File: config.mk
export PLATFORM = sky130hd
export DESIGN_NAME = l1_write_buffer
export DESIGN_NICKNAME = d
export VERILOG_FILES = /design/src/rtl/l1_write_buffer.sv
export SDC_FILE = /design/constraint.sdc
export NUM_CORES = 1
export LEC_CHECK = 0
export ABC_AREA = 1
export BUFFER_PORTS_ARGS = -buffer_cell sky130_fd_sc_hd__buf_2
export CAP_MARGIN = 20
export CORE_MARGIN = 8
export CORE_UTILIZATION = 50
export DETAILED_ROUTE_END_ITERATION = 12
export PLACE_DENSITY_LB_ADDON = 0.08
export SLEW_MARGIN = 20
export SYNTH_ARGS = -nofsm -noshare
export SYNTH_HDL_FRONTEND = slang
export SYNTH_SLANG_ARGS = --single-unit
File: constraint.sdc
create_clock -name clk -period 10.1 [get_ports clk]
set_input_delay 0 -clock clk [delete_from_list [all_inputs] [get_ports clk]]
set_output_delay 0 -clock clk [all_outputs]
set_load 0.01 [all_outputs]
File: src/rtl/l1_write_buffer.sv
// rtl/l1_write_buffer.sv - write-through store buffer between L1 and memory with read-miss forwarding.
// Optional store coalescing into the youngest entry is enabled by macro L1_WRITE_BUFFER_COALESCE_EN.
module l1_write_buffer #(
    parameter int DEPTH  = 4,
    parameter int ADDR_W = 32,
    parameter int DATA_W = 32
) (
    input  logic                       clk,
    input  logic                       reset,
    input  logic                       wr_valid,
    input  logic [ADDR_W-1:0]          wr_addr,
    input  logic [DATA_W-1:0]          wr_data,
    output logic                       wr_ready,
    input  logic [ADDR_W-1:0]          rd_addr,
    output logic                       fwd_hit,
    output logic [DATA_W-1:0]          fwd_data,
    output logic                       mem_valid,
    output logic [ADDR_W-1:0]          mem_addr,
    output logic [DATA_W-1:0]          mem_data,
    input  logic                       mem_ready,
    output logic [$clog2(DEPTH+1)-1:0] count,
    output logic                       empty,
    output logic                       full
);

    localparam int PW = $clog2(DEPTH);
    localparam int CW = $clog2(DEPTH + 1);

    typedef enum logic {IDLE, ISSUE} state_e;

    state_e          state_q;
    logic [PW-1:0]   head_q, head_d;
    logic [PW-1:0]   tail_q, tail_d;
    logic [CW-1:0]   count_q, count_d;
    logic [ADDR_W-1:0] addr_mem [DEPTH];
    logic [DATA_W-1:0] data_mem [DEPTH];
    logic            push, pop, coal;
    logic [PW-1:0]   idx;

    assign count     = count_q;
    assign empty     = (count_q == '0);
    assign full      = (count_q == CW'(DEPTH));
    assign mem_valid = (state_q == ISSUE);
    assign mem_addr  = mem_valid ? addr_mem[head_q] : '0;
    assign mem_data  = mem_valid ? data_mem[head_q] : '0;

`ifdef L1_WRITE_BUFFER_COALESCE_EN
    logic [PW-1:0] youngest;
    assign youngest = tail_q - PW'(1);
    // count >= 2 guarantees the youngest entry is never the head being presented
    assign coal     = wr_valid && (count_q >= CW'(2)) && (addr_mem[youngest] == wr_addr);
`else
    assign coal     = 1'b0;
`endif

    assign wr_ready = !full || coal;
    assign push     = wr_valid && wr_ready && !coal;
    assign pop      = mem_valid && mem_ready;

    always_comb begin
        head_d  = head_q + PW'(pop);
        tail_d  = tail_q + PW'(push);
        count_d = count_q;
        case ({push, pop})
            2'b10:   count_d = count_q + CW'(1);
            2'b01:   count_d = count_q - CW'(1);
            default: count_d = count_q;
        endcase
    end

    always_ff @(posedge clk or negedge reset) begin
        if (!reset) begin
            state_q <= IDLE;
            head_q  <= '0;
            tail_q  <= '0;
            count_q <= '0;
        end else begin
            head_q  <= head_d;
            tail_q  <= tail_d;
            count_q <= count_d;
            case (state_q)
                IDLE:  if (count_q != '0) state_q <= ISSUE;
                ISSUE: if (pop && !push && count_q == CW'(1)) state_q <= IDLE;
            endcase
        end
    end

    // Entries are qualified purely by occupancy, so the storage needs no reset
    always_ff @(posedge clk) begin
        if (push) begin
            addr_mem[tail_q] <= wr_addr;
            data_mem[tail_q] <= wr_data;
        end
`ifdef L1_WRITE_BUFFER_COALESCE_EN
        if (coal) data_mem[youngest] <= wr_data;
`endif
    end

    // Scan oldest to youngest so the last match wins
    always_comb begin
        fwd_hit  = 1'b0;
        fwd_data = '0;
        idx      = '0;
        for (int i = 0; i < DEPTH; i++) begin
            idx = head_q + PW'(i);
            if ((CW'(i) < count_q) && (addr_mem[idx] == rd_addr)) begin
                fwd_hit  = 1'b1;
                fwd_data = data_mem[idx];
            end
        end
    end

endmodule

==> flow_summary.toml, run 1 <==
[routing]
wirelength_mm = 58.10
drt_first_pass_iters = 8
remaining_drc_errors = 0
wire_per_inst_um = 17.78
first_iter_violations = 1677
drt.antenna.violating_nets = 0
dr_total_vias = 18070
via_per_inst = 5.530

[clock_tree]
post_cts_resized = 0
cts_hold_buf = 68
cts_setup_buffers = 0
worstSkewPairLatency_ns = 0.57
cts_buffers = 30
cts_root_buf = "clkbuf_16"
htree_levels = 1
clkTransAtPathRegs_ns = 0.06
clk_path_buf_depth = 3
cts_tree = "built"
cts.sinks = 264

[logic_synthesis]
synth_top_area_share_pct = 42.59
synth_top_family_by_area = "simple AND/OR/NAND/NOR gates"
yosysWarnings = 0
yosys.area.top_type = "edfxtp_1"
synth_area_per_cell_sq_um = 6.942
synthAdderAreaFrac_pct = 0.4852
yosys.area_share.simple_pct = 34.40
synthTopCellsByArea = "edfxtp_1, nand2_1, nand3_1"
synthTopCellsByCount = "nand2_1, nand3_1, edfxtp_1, o21ai_0, inv_1"
ys.flop_type = "edfxtp_1"
yosysSeqAreaShare_pct = 43.70
synth_cells = 2600
netlist_area_sq_um = 18050
ys_async_sr_fraction_pct = 3.030
synth_compound_area_share_pct = 10.54
yosys.cell_types.count = 34
synthMuxAreaShare_pct = 0
synth_xor_area_share_pct = 1.553
synth_edf_count = 256
syn_nets = 2707
synth.most_common_cell = "nand2_1"
ys_ff_latch = 264

[setup_path]
cpMaxStageDelayCell = "nand3_2"
criticalPathCategory = "register to output port"
endpoint_kind = "output port"
start_kind = "register"
critPathMaxStageDelay_ns = 0.86
r2r_slack_ns = 7.34
path_delay_family = "simple AND/OR/NAND/NOR gates"
cp.arrival_ns = 6.31
cpMostUsedCell = "nand2_1"
cp_cell_sequence = "buf_6, inv_4, nand2_1, nand2_4, buf_4, nand2_1, nand3_1, nand2_1, inv_1, nand2_1, nor2_1, nand2_1, nor2_2, buf_4, nand3_2, nand3_1, nand3_1, nand2_1, nand2_1, buf_2"
worstPathRequired_ns = 10.10
path_max_fanout = 128
critPathBufInv = 6

[global_routing]
track_usage_pct = 26.99
use_met2_pct = 42.63
met3_usage_pct = 5.298
gr-usage-met1_pct = 37.22
grt.overflow.total = 0
grt_pass1_wl_mm = 91.19
antenna_found_initial = 10
grt_max_degree = 129
busiest_layer = "met2"
grt_pass1_vias = 16940

[floorplan]
die_y_um = 206
core_area_sq_um = 35570
io_pins = 204
die_w_um = 206
start_util_pct = 50.75
die_area_sq_um = 42440
num_rows = 69

[timing]
skew_ns = 0.01551
report.final.slew_viol_count = 0
worst_slew_pin_slew_ns = 1.072
fmax_mhz = 158.5
fin_ws_ns = 3.792
period_needed_ns = 6.308
setup_violations = 0
relSlewSlack_pct = 28.54
finalCritPeriodShare_pct = 62.45
grt_setup_unrepaired = "false"
setup_tns_ns = 0
final_hold_viol_count = 0

[layout]
syn_to_final_growth_pct = 15.96
fin_area_sq_um = 20930
drive_gt1_share_pct = 11.25
utilization_pct = 58.85
n_fill_cell = 3322
finalNetCount = 2884

[placement]
post-dp-hpwl_mm = 39.42
numPortBuffers = 203
gp_congestion = 1.001
placed_area_sq_um = 19130
dp_slack_ns = 4.277

[run]
maxCapViolCount = 0

[pwr]
max-vdd-ir-drop_mv = 0.2857
p_per_area_nw_per_um2 = 310.7
leakage_nw = 9.811

[run_status]
status = "finished, final reports clean"

[worst_hold_path]
min_path_type = "primary input to register"
routing by layer:
layer	up-vias	wire length, um
li1	8816	-
met1	8317	24760
met2	824	26030
met3	106	5837
met4	8	1423
met5	-	46
cell families (layout without fill, tap and decap cells):
kind of cell,after synthesis,in the layout
AO/OA/AOI/OAI,359,359
XOR/XNOR,32,32
adder cells (fa/ha/maj),7,7
buffers and inverters,401,602
flip-flops,264,264
other,0,6
AND/OR/NAND/NOR,1537,1537
power by group:
part	internal [W]	switching, W	leakage (nW)
clock	0.000719	0.000476	0.526
combinational	0.00107	0.00270	6.85
sequential	0.00145	0.0000875	2.43
total	0.00324	0.00326	9.81
area by class of cell:
type | count | area, sq um | area share (%)
clock inverter | 24 | 320.3 | 1.530
clock buffer | 32 | 778.2 | 3.718
inverter | 251 | 949.7 | 4.537
multi-input combinational | 1935 | 8518 | 40.70
antenna | 6 | 15.01 | 0.07173
tap | 461 | 576.8 | 2.756
timing repair buffer | 295 | 1881 | 8.984
sequential | 264 | 7893 | 37.71
worst register-to-register path, delay by kind of cell (launching register included):
kind	cells	cell delay, ns
adder cells (fa/ha/maj)	1	0.24
flip-flops	1	0.43
AND/OR/NAND/NOR	3	0.49
buffers and inverters	3	1.19
metrics by stage:
stage | total power, W | instances | hold slack [ns]
3_3_place_gp | 0.005179 | 3138 | -0.1451
3_5_place_dp | 0.005251 | 3138 | -0.1439
5_1_grt | 0.007051 | 3268 | 0.1644
2_1_floorplan | 0.004262 | 2600 | -0.2956
4_1_cts | 0.006479 | 3262 | 0.1471
6_report | 0.006503 | 3268 | 0.1769
layout by cell type (no fill, tap or decap), types with 23 or more instances in the layout:
cell           instances
dlygate4sd3_1         68
edfxtp_1             256
nor3_1                35
inv_1                230
o21ai_0              242
xor2_1                30
o21ai_1               72
buf_2                203
nand3_1              283
nor2_1               162
o211ai_1              34
buf_4                 23
clkbuf_16             30
nand2_1             1037
path summary, 6_finish.rpt:
path | startpoint | end | cells past startpoint
max in group asynchronous | reset | head_q[0] | 3
min in group asynchronous | reset | head_q[0] | 3
hold reg to reg | tail_q[1] | tail_q[1] | 1
setup / recovery | head_q[0] | fwd_data[11] | 20
hold / removal | wr_addr[19] | addr_mem[3][19] | 2
setup reg to reg | count[0] | data_mem[0][25] | 7
state kept, by name (all words and copies together) (netlist names):
signal and flops:
mem_valid 1, data_mem 128, head_q 2, count 3, addr_mem 128, tail_q 2
Power figures use the tool's default switching activity.
==> run 2, diff against run 1 <==
- ABC_AREA: 1 -> 0
- clock period: 10.1 -> 6.1 ns (I/O delays scaled with it)
==> run 2 against run 1 <==
  * Final cell count down 35%
  * Synthesized cell count fell by 44%
  * Register-to-register slack lost 4.1 ns
  * Sequential power increased by 82%
  * Critical path type unchanged
  * Largest cell class unchanged
  * Largest power group unchanged
==> flow_summary.toml, run 2 <==
[timing]
whs_ns = 0.1804
relSlewSlack_pct = 30.13
worst_slew_pin_slew_ns = 1.048
grt_setup_unrepaired = "false"
fmax_mhz = 193.4
report.final.slew_viol_count = 0
final_hold_viol_count = 0
finalCritPeriodShare_pct = 84.76
skew_ns = 0.01056
setup_violations = 0
period_needed_ns = 5.170
setup_tns_ns = 0

[setup_path]
path_delay_family = "simple AND/OR/NAND/NOR gates"
critPathMaxStageDelay_ns = 0.98
path_max_fanout = 43
cpMaxStageDelayCell = "and4_1"
cp_cell_sequence = "buf_4, mux4_2, xnor2_1, nand2_1, a2111oi_1, and4_1, buf_4, nand3_1, a311oi_2, buf_2"
endpoint_kind = "output port"
criticalPathCategory = "register to output port"
worstPathRequired_ns = 6.10
start_kind = "register"
cpMostUsedCell = "buf_4"
cp.arrival_ns = 5.17
critPathBufInv = 3

[logic_synthesis]
synth_area_per_cell_sq_um = 12.61
synth_cells = 1454
ys_async_sr_fraction_pct = 3.030
synth.most_common_cell = "edfxtp_1"
synthTopCellsByArea = "edfxtp_1, mux4_2, mux2i_1"
syn_nets = 1561
ys_ff_latch = 264
synth_edf_count = 256
yosys.cell_types.count = 72
synthTopCellsByCount = "edfxtp_1, mux2i_1, nor2_1, xnor2_1, mux4_2"
yosys.area.top_type = "edfxtp_1"
netlist_area_sq_um = 18330
yosysWarnings = 0
synth_top_area_share_pct = 41.94
yosysSeqAreaShare_pct = 43.03
ys.flop_type = "edfxtp_1"

[routing]
wire_per_inst_um = 26.39
met2_wirelength_mm = 26.44
via_per_inst = 6.498
remaining_drc_errors = 0
wl_met3_mm = 4.029
top_layer_used = "met5"
dr_total_vias = 13900
wl_met1_mm = 24.17
drt_first_pass_iters = 5
drt.antenna.violating_nets = 0
first_iter_violations = 1148
wirelength_mm = 56.44

[layout]
stdcell_count = 2139
layout_commonest_cell = "edfxtp_1"
finalNetCount = 1751
drive_gt1_share_pct = 29.32
syn_to_final_growth_pct = 14.64
mostFrequentLayoutCells = "edfxtp_1, buf_2, mux2i_1, nor2_1, xnor2_1"
utilization_pct = 57.81
n_fill_cell = 3047
fin_area_sq_um = 21010

[clock_tree]
cts_root_buf = "clkbuf_16"
cts_hold_buf = 68
post_cts_resized = 0
clk_path_buf_depth = 3
cts_buffers = 30
cts_tree = "built"
htree_levels = 1
cts.sinks = 264
worstSkewPairLatency_ns = 0.57
cts_setup_buffers = 0
clkTransAtPathRegs_ns = 0.06

[placement]
placed_area_sq_um = 19370
dp.cells = 2012
numPortBuffers = 203
gp_congestion = 0.8737
post-dp-hpwl_mm = 37.44

[global_routing]
grt_max_degree = 75
grt_pass1_vias = 14080
track_usage_pct = 25.52
grt.overflow.total = 0
grt_pass1_wl_mm = 86.54
antenna_found_initial = 4

[run_status]
status = "finished, final reports clean"

[floorplan]
die_area_sq_um = 43040
num_rows = 70
die_w_um = 207.5
start_util_pct = 50.43
io_pins = 204
die_y_um = 207.5
core_area_sq_um = 36350

[pwr]
max-vdd-ir-drop_mv = 0.3148
p_per_area_nw_per_um2 = 471.3
leakage_nw = 7.585

[run]
maxCapViolCount = 0

[worst_hold_path]
min_path_type = "primary input to register"
## run 2: changes by cell type after synthesis, moves of 75 or more
cell,before,now
nand2_1,1039,56
nand3_1,283,10
inv_1,230,12
mux4_2,0,80
o21ai_0,242,7
mux2i_1,0,157
mux2_2,0,75
xnor2_1,2,82
## run 2: kinds of logic after synthesis
logic type,after synthesis,share of synthesized area [%]
AOI/OAI and AO/OA,280,12.53
xor gates and xnor gates,118,5.639
adders and majority gates,7,0.4778
buffers and inverters,162,5.338
DFF,264,43.03
muxes,327,25.09
and+or+nand+nor,296,7.885
## run 2: per-layer routing
metal	up-vias	GRT usage [%]
met5	-	0
met4	4	8.800
met3	121	4.529
met2	617	41.27
met1	6969	34.36
li1	6188	-
## run 2: area by class of cell
type / instances / area, sq um / share of cell area, %
Clock buffer: 40 / 860.8 / 4.097
Timing Repair Buffer: 307 / 2017 / 9.599
Sequential cell: 264 / 7895 / 37.58
Antenna cell: 3 / 7.507 / 0.03573
Multi-Input combinational cell: 1028 / 9500 / 45.22
Tap cell: 468 / 585.6 / 2.787
Inverter: 13 / 51.30 / 0.2441
Clock inverter: 16 / 93.84 / 0.4466
## run 2: final timing paths
| check | startpoint | endpoint | slack, ns | cells past startpoint |
|---|---|---|---|---|
| setup / recovery | head_q[0] | fwd_data[31] | 0.93 | 10 |
| hold / removal | wr_addr[21] | addr_mem[2][21] | 0.18 | 2 |
| setup reg to reg | count[0] | data_mem[2][26] | 3.21 | 7 |
| hold reg to reg | tail_q[1] | tail_q[1] | 0.58 | 1 |
| max in group asynchronous | reset | head_q[0] | 5.34 | 3 |
| min in group asynchronous | reset | tail_q[1] | 0.43 | 3 |
## run 2: power by group
group          switching [W]  total, W  internal (W)
Combinational        0.00303   0.00537       0.00234
Sequential          0.000391   0.00281       0.00242
Clock               0.000742   0.00173      0.000989
Total                0.00416   0.00990       0.00574
## run 2: through the flow
step	total power (W)	worst slack [ns]
floorplan	0.006826	-0.2787
global placement	0.008106	1.642
detailed placement	0.008141	1.630
CTS	0.009938	0.9973
global route	0.01044	0.7319
finish	0.009903	0.9298
==> run 3, diff against run 2 <==
- clock period: 6.1 -> 4.2 ns (I/O delays scaled with it)
==> run 3 against run 2 <==
  * Combinational power grew 54%
  * Clock skew grew 0.00054 ns
  * Sequential power grew 38%
  * Register-to-register slack lost 1.6 ns
  * Hold slack is essentially flat
  * Die area is the same
  * Design area grew 1.6%
  * Critical path type unchanged
  * Critical endpoint is now fwd_data[27]
  * Largest power group unchanged
==> flow_summary.toml, run 3 (synthesized netlist as in run 2, its figures left out) <==
[run_status]
status = "finished, final reports clean"

[routing]
remaining_drc_errors = 0
wire_per_inst_um = 25.94
wirelength_mm = 56.01
drt_first_pass_iters = 7
dr_total_vias = 13930
drt.antenna.violating_nets = 0
via_per_inst = 6.450
first_iter_violations = 1321

[clock_tree]
cts_tree = "built"
cts_buffers = 30
clkTransAtPathRegs_ns = 0.07
clk_path_buf_depth = 3
cts.sinks = 264
cts_root_buf = "clkbuf_16"
htree_levels = 1
worstSkewPairLatency_ns = 0.57

[setup_path]
reg2reg_depth = 7
r2r_slack_ns = 1.57
critPathMaxStageDelay_ns = 0.60
path_delay_family = "compound AO/OA/AOI/OAI gates"
worstPathRequired_ns = 4.20
criticalPathCategory = "register to output port"
cpMaxStageDelayCell = "a2111oi_0"
startpoint = "head_q[1]"
worst-path-stages = 10
cp.arrival_ns = 4.06
cp_cell_sequence = "buf_4, mux4_2, xnor2_1, nand4_1, a2111oi_0, nand4_1, and2_1, buf_12, a31oi_1, buf_2"
path_max_fanout = 33
cp-endpoint = "fwd_data[27]"
reg2reg_from = "count[0]"
endpoint_kind = "output port"
rr_endpoint = "addr_mem[3][18]"
cpMostUsedCell = "nand4_1"
start_kind = "register"
critPathBufInv = 3

[timing]
setup_violations = 0
final_hold_viol_count = 0
skew_ns = 0.01110
relSlewSlack_pct = 22.59
fin_ws_ns = 0.1351
period_needed_ns = 4.065
worst_slew_pin_slew_ns = 1.159
report.final.slew_viol_count = 0
fmax_mhz = 246.0
finalCritPeriodShare_pct = 96.78

[global_routing]
track_usage_pct = 25.41
antenna_found_initial = 4
grt_pass1_vias = 14080
grt.overflow.total = 0
grt_pass1_wl_mm = 86.17
grt_max_degree = 78

[pwr]
combPwrFrac_pct = 56.0
clockPowerShare_pct = 17.6
intPower_w = 0.008594
p_sw_share_pct = 41.69
switchingPower_w = 0.006144
seqPwrFrac_pct = 26.4
p_per_area_nw_per_um2 = 690.2
max-vdd-ir-drop_mv = 0.4701
report.power.total_w = 0.01474
leakage_nw = 7.754

[worst_hold_path]
min_path_type = "primary input to register"

[layout]
layout_commonest_cell = "edfxtp_1"
syn_to_final_growth_pct = 16.51
drive_gt1_share_pct = 30.51
finalNetCount = 1775
mostFrequentLayoutCells = "edfxtp_1, buf_2, mux2i_1, nor2_1, xnor2_1"

[placement]
numPortBuffers = 203
post-dp-hpwl_mm = 38.26
gp_congestion = 0.9260
dp_slack_ns = 0.4648

[floorplan]
die_w_um = 207.5
num_rows = 70
core_area_sq_um = 36350
die_area_sq_um = 43040
die_y_um = 207.5
io_pins = 204
start_util_pct = 50.43

[run]
maxCapViolCount = 0
[run 3: worst register-to-register path: cells and delay by family, from the launching register on]
| family | cells | cell delay (ns) |
|---|---|---|
| flip-flops | 1 | 0.49 |
| AND/OR/NAND/NOR | 3 | 0.89 |
| adder cells (fa/ha/maj) | 1 | 0.26 |
| buffers and inverters | 3 | 0.65 |
[run 3: final cells by class]
class                   count  area, sq um
repair buffers            331         2298
diodes                      3        7.507
flip-flops and latches    264         7895
multi-input cells        1028         9549
inverters                  13        51.30
clock buffers              40        819.5
fillers                  3000        14990
well taps                 468        585.6
clock inverters            12        147.6
[run 3: metal layers]
metal | vias to the layer above | wire length (um) | track usage [%] | share of wire, %
met2 | 568 | 26620 | 42.17 | 48
li1 | 6240 | - | - | -
met5 | - | 23 | 0 | 0.041
met3 | 88 | 3741 | 3.850 | 6.7
met1 | 7025 | 24340 | 34.56 | 43
met4 | 4 | 1277 | 6.680 | 2.3
[run 3: worst min-delay path by stage]
stage | cells after the start | endpoint | from | slack (ns)
finish | 2 | addr_mem[1][7] | wr_addr[7] | 0.18
global route | 2 | addr_mem[1][7] | wr_addr[7] | 0.18
CTS | 2 | addr_mem[1][7] | wr_addr[7] | 0.15
detailed placement | 1 | tail_q[1] | reset | -0.11
global placement | 1 | tail_q[1] | reset | -0.12
floorplan | 0 | count[0] | reset | -0.30
[run 3: repair_timing]
item                       CTS  global route
setup endpoints to repair   32            30
cloned                       0             1
buffers inserted             1             8
hold buffers                68             0
resized for setup            6            12
hold endpoints to repair   269             0
pin swaps                    0             1
[run 3: stage by stage]
step,TNS [ns],hold slack [ns],utilization (%),instances,cell area (sq um)
after floorplan,-393.05,-0.2956,-,1454,18330
after global placement,0,-0.1168,53.71,2026,19520
after detailed placement,0,-0.1142,53.71,2026,19520
after CTS,0,0.1464,58.34,2147,21210
after global routing,-0.002268,0.1849,58.74,2158,21350
final,0,0.1803,58.75,2159,21350
[run 3: power by group through the flow]
stage          registers [W]  logic, W  clock network (W)
2_1_floorplan        0.00383   0.00608                  0
3_3_place_gp         0.00395   0.00791                  0
3_5_place_dp         0.00397   0.00796                  0
4_1_cts              0.00390   0.00811            0.00265
5_1_grt              0.00395   0.00885            0.00273
6_report             0.00389   0.00825            0.00260
